==> config.mk <==
export PLATFORM = sky130hd
export DESIGN_NAME = multiword_adder_flat
export DESIGN_NICKNAME = d
export VERILOG_FILES = /design/src/rtl/multiword_adder_pkg.sv /design/src/rtl/multiword_adder_if.sv /design/src/rtl/multiword_adder_prefix.sv /design/src/rtl/multiword_adder.sv /design/src/flat_wrapper.sv
export SDC_FILE = /design/constraint.sdc
export NUM_CORES = 1
export LEC_CHECK = 0
export ABC_CLOCK_PERIOD_IN_PS = 19300
export CAP_MARGIN = 10
export CELL_PAD_IN_SITES_DETAIL_PLACEMENT = 0
export CELL_PAD_IN_SITES_GLOBAL_PLACEMENT = 1
export CORE_AREA = 2 2 253 255
export DETAILED_ROUTE_END_ITERATION = 6
export DIE_AREA = 0 0 255 257
export PLACE_DENSITY = 0.69
export SLEW_MARGIN = 5
export SYNTH_ARGS = -nofsm -noshare
export SYNTH_HDL_FRONTEND = slang
export SYNTH_SLANG_ARGS = --single-unit
==> constraint.sdc <==
create_clock -name clk -period 19.3 [get_ports clk]
set_clock_uncertainty 0.05 [all_clocks]
set_input_delay 3.86 -clock clk [delete_from_list [all_inputs] [get_ports clk]]
set_output_delay 3.86 -clock clk [all_outputs]
set_load 0.01 [all_outputs]
==> src/rtl/multiword_adder_pkg.sv <==
// multiword_adder_pkg: shared FSM state type and default slice geometry
package multiword_adder_pkg;
  localparam int CHUNK_DEF = 32;
  localparam int WORDS_DEF = 4;
  typedef enum logic [1:0] {IDLE, RUN, DONE} state_t;
endpackage

==> src/rtl/multiword_adder_if.sv <==
// multiword_adder_if: operand/result handshake bus; ovf exists only with MULTIWORD_ADDER_OVERFLOW_EN
interface multiword_adder_if import multiword_adder_pkg::*; #(
  parameter int CHUNK = CHUNK_DEF,
  parameter int WORDS = WORDS_DEF
);
  logic in_valid;
  logic in_ready;
  logic [CHUNK*WORDS-1:0] a;
  logic [CHUNK*WORDS-1:0] b;
  logic cin;
  logic sub;
  logic out_valid;
  logic out_ready;
  logic [CHUNK*WORDS-1:0] sum;
  logic cout;
`ifdef MULTIWORD_ADDER_OVERFLOW_EN
  logic ovf;
  modport master (output in_valid, a, b, cin, sub, out_ready, input in_ready, out_valid, sum, cout, ovf);
  modport slave (input in_valid, a, b, cin, sub, out_ready, output in_ready, out_valid, sum, cout, ovf);
`else
  modport master (output in_valid, a, b, cin, sub, out_ready, input in_ready, out_valid, sum, cout);
  modport slave (input in_valid, a, b, cin, sub, out_ready, output in_ready, out_valid, sum, cout);
`endif
endinterface

==> src/rtl/multiword_adder_prefix.sv <==
// PrefixAdder: Kogge-Stone parallel-prefix adder with optional subtract
module PrefixAdder #(
  parameter int WIDTH = 32
) (
  input  logic [WIDTH-1:0] a,
  input  logic [WIDTH-1:0] b,
  input  logic             cin,
  input  logic             sub,
  output logic [WIDTH-1:0] sum,
  output logic             cout
);
  localparam int L = $clog2(WIDTH);
  logic [WIDTH-1:0] bx;
  logic [WIDTH-1:0] pr;
  logic c0;
  assign bx = b ^ {WIDTH{sub}};
  assign pr = a ^ bx;
  assign c0 = cin | sub;
  for (genvar l = 0; l <= L; l++) begin : lv
    logic [WIDTH-1:0] g;
    logic [WIDTH-1:0] p;
    if (l == 0) begin : s0
      // carry-in folded into bit 0 generate so the prefix tree yields carries directly
      assign g = (a & bx) | {{(WIDTH-1){1'b0}}, pr[0] & c0};
      assign p = pr;
    end else begin : sn
      for (genvar i = 0; i < WIDTH; i++) begin : bt
        if (i >= (1 << (l - 1))) begin : mg
          assign g[i] = lv[l-1].g[i] | (lv[l-1].p[i] & lv[l-1].g[i-(1<<(l-1))]);
          assign p[i] = lv[l-1].p[i] & lv[l-1].p[i-(1<<(l-1))];
        end else begin : ps
          assign g[i] = lv[l-1].g[i];
          assign p[i] = lv[l-1].p[i];
        end
      end
    end
  end
  assign sum = pr ^ {lv[L].g[WIDTH-2:0], c0};
  assign cout = lv[L].g[WIDTH-1];
endmodule

==> src/rtl/multiword_adder.sv <==
// multiword_adder: slice-serial wide add/sub over one CHUNK adder; MULTIWORD_ADDER_OVERFLOW_EN adds ovf
module multiword_adder import multiword_adder_pkg::*; #(
  parameter int CHUNK = CHUNK_DEF,
  parameter int WORDS = WORDS_DEF
) (
  input logic clk,
  input logic rst,
  multiword_adder_if.slave bus
);
  localparam int KW = $clog2(WORDS);
  state_t state;
  logic [KW-1:0] k;
  logic [WORDS-1:0][CHUNK-1:0] ra;
  logic [WORDS-1:0][CHUNK-1:0] rb;
  logic [WORDS-1:0][CHUNK-1:0] rs;
  logic carry;
  logic cout_r;
  logic [CHUNK-1:0] s;
  logic co;
  logic last;
  assign last = k == KW'(WORDS - 1);
  PrefixAdder #(.WIDTH(CHUNK)) u_add (
    .a(ra[k]),
    .b(rb[k]),
    .cin(carry),
    .sub(1'b0),
    .sum(s),
    .cout(co)
  );
  assign bus.in_ready = state == IDLE;
  assign bus.out_valid = state == DONE;
  assign bus.sum = rs;
  assign bus.cout = cout_r;
`ifdef MULTIWORD_ADDER_OVERFLOW_EN
  logic ovf_r;
  logic ctop;
  assign ctop = ra[k][CHUNK-1] ^ rb[k][CHUNK-1] ^ s[CHUNK-1];
  assign bus.ovf = ovf_r;
  // signed overflow latched alongside the final slice
  always_ff @(posedge clk or posedge rst)
    if (rst) ovf_r <= 1'b0;
    else if (state == RUN && last) ovf_r <= ctop ^ co;
`endif
  // capture operands (b pre-inverted for subtract), walk slices, hold result until taken
  always_ff @(posedge clk or posedge rst) begin
    if (rst) begin
      state <= IDLE;
      k <= '0;
      ra <= '0;
      rb <= '0;
      rs <= '0;
      carry <= 1'b0;
      cout_r <= 1'b0;
    end else begin
      case (state)
        IDLE: if (bus.in_valid) begin
          ra <= bus.a;
          rb <= bus.sub ? ~bus.b : bus.b;
          carry <= bus.sub | bus.cin;
          k <= '0;
          state <= RUN;
        end
        RUN: begin
          rs[k] <= s;
          carry <= co;
          k <= last ? '0 : k + 1'b1;
          if (last) begin
            cout_r <= co;
            state <= DONE;
          end
        end
        DONE: if (bus.out_ready) state <= IDLE;
        default: state <= IDLE;
      endcase
    end
  end
endmodule

==> src/flat_wrapper.sv <==
// flat-port wrapper written by rule: the top's interface ports become plain ports
module multiword_adder_flat import multiword_adder_pkg::*;
#(
  parameter int CHUNK = CHUNK_DEF,
  parameter int WORDS = WORDS_DEF
)
  (clk, rst, bus_in_valid, bus_a, bus_b, bus_cin, bus_sub, bus_out_ready, bus_in_ready, bus_out_valid, bus_sum, bus_cout);
  multiword_adder_if #(.CHUNK(CHUNK), .WORDS(WORDS)) bus_i ();
  input logic clk;
  input logic rst;
  input wire logic [$bits(bus_i.in_valid)-1:0] bus_in_valid;
  input wire logic [$bits(bus_i.a)-1:0] bus_a;
  input wire logic [$bits(bus_i.b)-1:0] bus_b;
  input wire logic [$bits(bus_i.cin)-1:0] bus_cin;
  input wire logic [$bits(bus_i.sub)-1:0] bus_sub;
  input wire logic [$bits(bus_i.out_ready)-1:0] bus_out_ready;
  output wire logic [$bits(bus_i.in_ready)-1:0] bus_in_ready;
  output wire logic [$bits(bus_i.out_valid)-1:0] bus_out_valid;
  output wire logic [$bits(bus_i.sum)-1:0] bus_sum;
  output wire logic [$bits(bus_i.cout)-1:0] bus_cout;
  assign bus_i.in_valid = bus_in_valid;
  assign bus_i.a = bus_a;
  assign bus_i.b = bus_b;
  assign bus_i.cin = bus_cin;
  assign bus_i.sub = bus_sub;
  assign bus_i.out_ready = bus_out_ready;
  assign bus_in_ready = bus_i.in_ready;
  assign bus_out_valid = bus_i.out_valid;
  assign bus_sum = bus_i.sum;
  assign bus_cout = bus_i.cout;
  multiword_adder #(.CHUNK(CHUNK), .WORDS(WORDS)) u_core (.clk(clk), .rst(rst), .bus(bus_i));
endmodule
==> results.cfg <==
[global_routing]
grt_overflow = 0
grt_pass1_vias = 14900
grt_pass1_wl_um = 90000
grt_max_degree = 133
antenna_found_initial = 6
grt_usage = 0.180

[die]
die_x_um = 255
row_count = 92
ioPinCount = 393
start_util = 0.298
fp.dieArea_mm2 = 0.0655
die_h_um = 257
core-area_mm2 = 0.0627

[power_and_ir_drop]
p_per_area_mw_per_mm2 = 205
peakVddDrop_v = 0.000109
leakage_nw = 10.8

[finish]
fin_util = 0.395
fill_cells = 6207
num-nets-final = 2541
multi_input_comb_area_mm2 = 0.00840
syn_to_final_growth_pct = 32.5
regArea_mm2 = 0.00977
drive_gt1_frac = 0.0739

[sta]
slew-limit-headroom = 0.336
hold_violations = 0
setup_viol = 0
min_period_ns = 6.49
rsz0062_at_grt = false
tightest_slew_ns = 0.996
final.period_utilization = 0.336
finalSetupTns_ns = 0
drv_slew = 0
hold_slack_ns = 0.417
fmax_ghz = 0.154

[synthesis]
synthArstFlopShare = 1.00
ys_ff_latch = 390
synth_ff_type = dfrtp_1
mappedNetlistArea_mm2 = 0.0187
syn_nets = 2217
ys_types = 55
synth.avg_cell_area_um2 = 9.74
yosysTopAreaCell = dfrtp_1
synth.most_common_cell = nand2_1
synth_area_leaders = dfrtp_1 (52%), nand2_1 (14%), mux4_2 (7.7%)
syn_inst = 1918
netlist_top_cells_count = nand2_1 (676), dfrtp_1 (390), o21ai_0 (238)
synth_top_area_share = 0.522
synth_edf_count = 0
ys_seq_area_frac = 0.522
yosysWarnings = 0

[critical_path]
startpoint_type = primary input
ff2ff_path_depth = 12
crit_fanout = 107
crit_type = primary input to flip-flop
crit_required_ns = 19.66
rr_startpoint = u_core.k[1]
crit_start = bus_in_valid
critPathCaptureType = flip-flop
arrival_ns = 6.85

[clocking]
post_cts_buffers = 0
numCtsBuffers = 45
clk_pin_slew_ns = 0.06
cts_root_buffer = clkbuf_16
tritoncts = built
post_cts_resized = 0
cts.sinks = 390
clockBufferDepth = 3
h-tree-depth = 2
insertion_delay_ns = 0.57
holdBufCountCts = 0

[detailed_routing]
drtIter0Drc = 918
detail_route.wl_per_cell_um = 18.7
final_antenna_net_count = 0
drt_pre_antenna_iters = 5
via_count = 14700
detail_route.wirelength_um = 58500
drc_errors = 0
viasPerCell = 4.69

[hold_path]
min_from = u_core.ra[80]
hold_path_class = flip-flop to flip-flop
whs_path_depth = 2

[run]
cap_violations = 0

[placed_design]
dp_hpwl_um = 43300
place.gp.congestion = 0.814
io_buffers = 392

[status]
status = finished clean
metal layers:
layer,track usage,share of wire,vias to the layer above,routed length [µm]
met1,0.258,0.48,7131,28000
met5,0,0.00060,-,35
li1,-,-,7072,-
met4,0.0354,0.015,6,888
met2,0.283,0.45,382,26600
met3,0.0342,0.052,61,3020
cells in the final DEF (no fill, tap or decap), types with 14 or more instances in the layout:
cell	synthesis	layout
nand2_1	676	671
clkdlybuf4s50_1	0	391
dfrtp_1	390	388
o21ai_0	238	238
xnor2_1	141	141
mux4_2	64	64
clkbuf_16	0	45
a21oi_1	44	44
ha_1	35	35
nor2_1	25	25
nand4_1	22	22
o21ai_1	20	20
buf_4	1	16
xor2_1	14	14
final timing paths:
| kind | endpoint | slack (ns) |
|---|---|---|
| max | u_core.rb[38] | 12.81 |
| min reg2reg | u_core.ra[80] | 0.42 |
| min in group asynchronous | u_core.bus.sum[72] | 3.84 |
| max in group asynchronous | u_core.rb[115] | 13.04 |
| min | u_core.ra[80] | 0.42 |
| max reg2reg | u_core.bus.sum[52] | 14.26 |
report_power, final:
group	switching, W	total (W)	internal (W)
logic	0.00172	0.00277	0.00105
registers	0.000238	0.00145	0.00122
clock network	0.000341	0.000841	0.000499
critical path, stage by stage:
cell and delay (ns):
clkdlybuf4s50_1 0.46, nand2_4 0.58, buf_4 0.86, buf_4 0.79, o21ai_0 0.22
area by class of cell:
class | instances | area share
flip-flops and latches | 390 | 0.394
multi-input cells | 1388 | 0.339
repair buffers | 408 | 0.163
clock buffers | 63 | 0.0514
well taps | 846 | 0.0427
clock inverters | 16 | 0.00682
inverters | 9 | 0.00167
diodes | 1 | 0.000101
sequential cells by signal, summed over array words and instances, names as in the netlist:
register	cells
u_core.bus.sum	128
u_core.ra	128
u_core.k	2
u_core.state	2
u_core.carry	1
u_core.bus.cout	1
u_core.rb	128
cells by family (layout without fill, tap and decap cells):
kind of cell    Yosys count  in the layout  share of synthesized area
compound gates          361            361                      0.109
xor+xnor                155            155                     0.0726
fa+ha+maj                37             37                     0.0256
buf+inv                 140            496                     0.0291
flops                   390            390                      0.522
mux                      64             64                     0.0771
other cells               0              1                          0
simple gates            771            771                      0.164
metrics by stage:
step / instances / total power, W / setup slack, ns / instance area, µm²
after global routing: 3120 / 0.00548 / 12.50 / 24800
after CTS: 3120 / 0.00514 / 12.83 / 24800
after global placement: 3041 / 0.00421 / 12.30 / 23300
final: 3121 / 0.00507 / 12.81 / 24800
after detailed placement: 3041 / 0.00428 / 12.18 / 23300
after floorplan: 1918 / 0.00314 / 4.55 / 18700
Note: power is estimated with default switching activity, not from simulation.
==> variant: new RTL, same flow settings <==
Set the package constant `CHUNK_DEF` to 16 (it was 32).
--- a/src/rtl/multiword_adder_pkg.sv
+++ b/src/rtl/multiword_adder_pkg.sv
@@ -2,3 +2,3 @@
 package multiword_adder_pkg;
-  localparam int CHUNK_DEF = 32;
+  localparam int CHUNK_DEF = 16;
   localparam int WORDS_DEF = 4;
Interface: changed (resized bus_a, bus_b and bus_sum); port bits go from 393 to 201. No check against the original RTL was run, so the function may have changed too.
==> variant against the unedited design <==
- maximum frequency increased by 6.2%
- sequential cell count decreased by 192
- die area unchanged
- worst setup slack improved by 380 ps
- routed wire length decreased by 42%
- area after synthesis decreased by 46%
- cell count decreased by 38%
- largest power group unchanged
- total power decreased by 42%
- final area decreased by 45%
==> variant: results (changes against the unedited design) <==
| Metric | Value |
|---|---|
| Worst IR drop on VDD | 0.000115 V (+5.9%) |
| Post-synthesis sequential area ratio | 0.487 (-0.0350) |
| Buffer share of cell area | 0.152 (-0.0116) |
| Arrival time at the worst endpoint | 6380 ps (-470 ps) |
| Most frequent cells after synthesis | 198 x dfrtp_1, 89 x nor2_1, 81 x a21oi_1 |
| Longest Clk Path Bufs | 2 (-1) |
| Outcome | finished clean |
| RD Place Congestion | 0.779 (-4.3%) |
| Post-Synth Adder-Cell Area | 0.0273 (+0.00174) |
| DRT Wirelength | 33900 um (-42%) |
| # port buffers | 200 (-49%) |
| Pint | 0.00155 W (-44%) |
| Leak Pwr | 5.12 nW (-53%) |
| Synth Area in Compound Gates | 0.113 (+0.00375) |
| DR WL met2 | 16100 um (-39%) |
| Via count | 7679 (-48%) |
| ANT cells | 0 (-1) |
| GR met1 Demand/Resource | 0.142 (-0.116) |
| DP HPWL | 25200 um (-42%) |
| R2r setup slk | 15210 ps (+950 ps) |
| Worst skew pair latency | 490 ps (-80 ps) |
| Cell variety after synth | 56 (+1.8%) |
| Placed cell area | 0.0130 mm^2 (-44%) |
| Syn-to-layout area delta | 33.9% |
| Inverters | 13 (+4) |
| Fin nets | 1249 (-51%) |
| CLK BUF | 18 (-71%) |
| Sequential cell area | 0.00496 mm^2 (-49%) |
| Post-synthesis mux area share | 0.152 (+0.0745) |
| Critical path fanouts, max | 115 (+7.5%) |
| Initial antenna violation count | 1 (-5) |
| Met3 routed WL | 1710 um (-43%) |
| Placed cell count | 1921 (-37%) |
| Multi-In Gates | 655 (-53%) |
| RR Endpoint | u_core.bus.sum[47]$_DFFE_PP0P_ |
==> variant: cell types whose count changed after synthesis, moves of 21 or more <==
cell      before  now
nor2_1        25   89
nand2_1      676   79
mux4_2        64   32
dfrtp_1      390  198
o21ai_0      238   47
mux2_2         0   68
a21oi_1       44   81
buf_2         11   32
xnor2_1      141   65
clkbuf_1     110   24
==> variant: stage by stage <==
step | setup WS [ps] | power (W)
final | 13180 | 0.00296
after global routing | 12950 | 0.00320
after floorplan | 9990 | 0.00192
after global placement | 12820 | 0.00254
after CTS | 13260 | 0.00300
after detailed placement | 12710 | 0.00259
==> variant: cells by family after synthesis <==
logic type	Yosys count
simple gates	276
xor+xnor	68
fa+ha+maj	21
buf+inv	81
compound gates	185
flops	198
mux	105
==> variant: power groups by stage <==
stage               clock (W)  sequential (W)  combinational, W
floorplan                   0        0.000743           0.00117
CTS                  0.000418        0.000749           0.00184
detailed placement          0        0.000756           0.00183
global placement            0        0.000746           0.00180
finish               0.000401        0.000746           0.00182
global route         0.000433        0.000776           0.00200
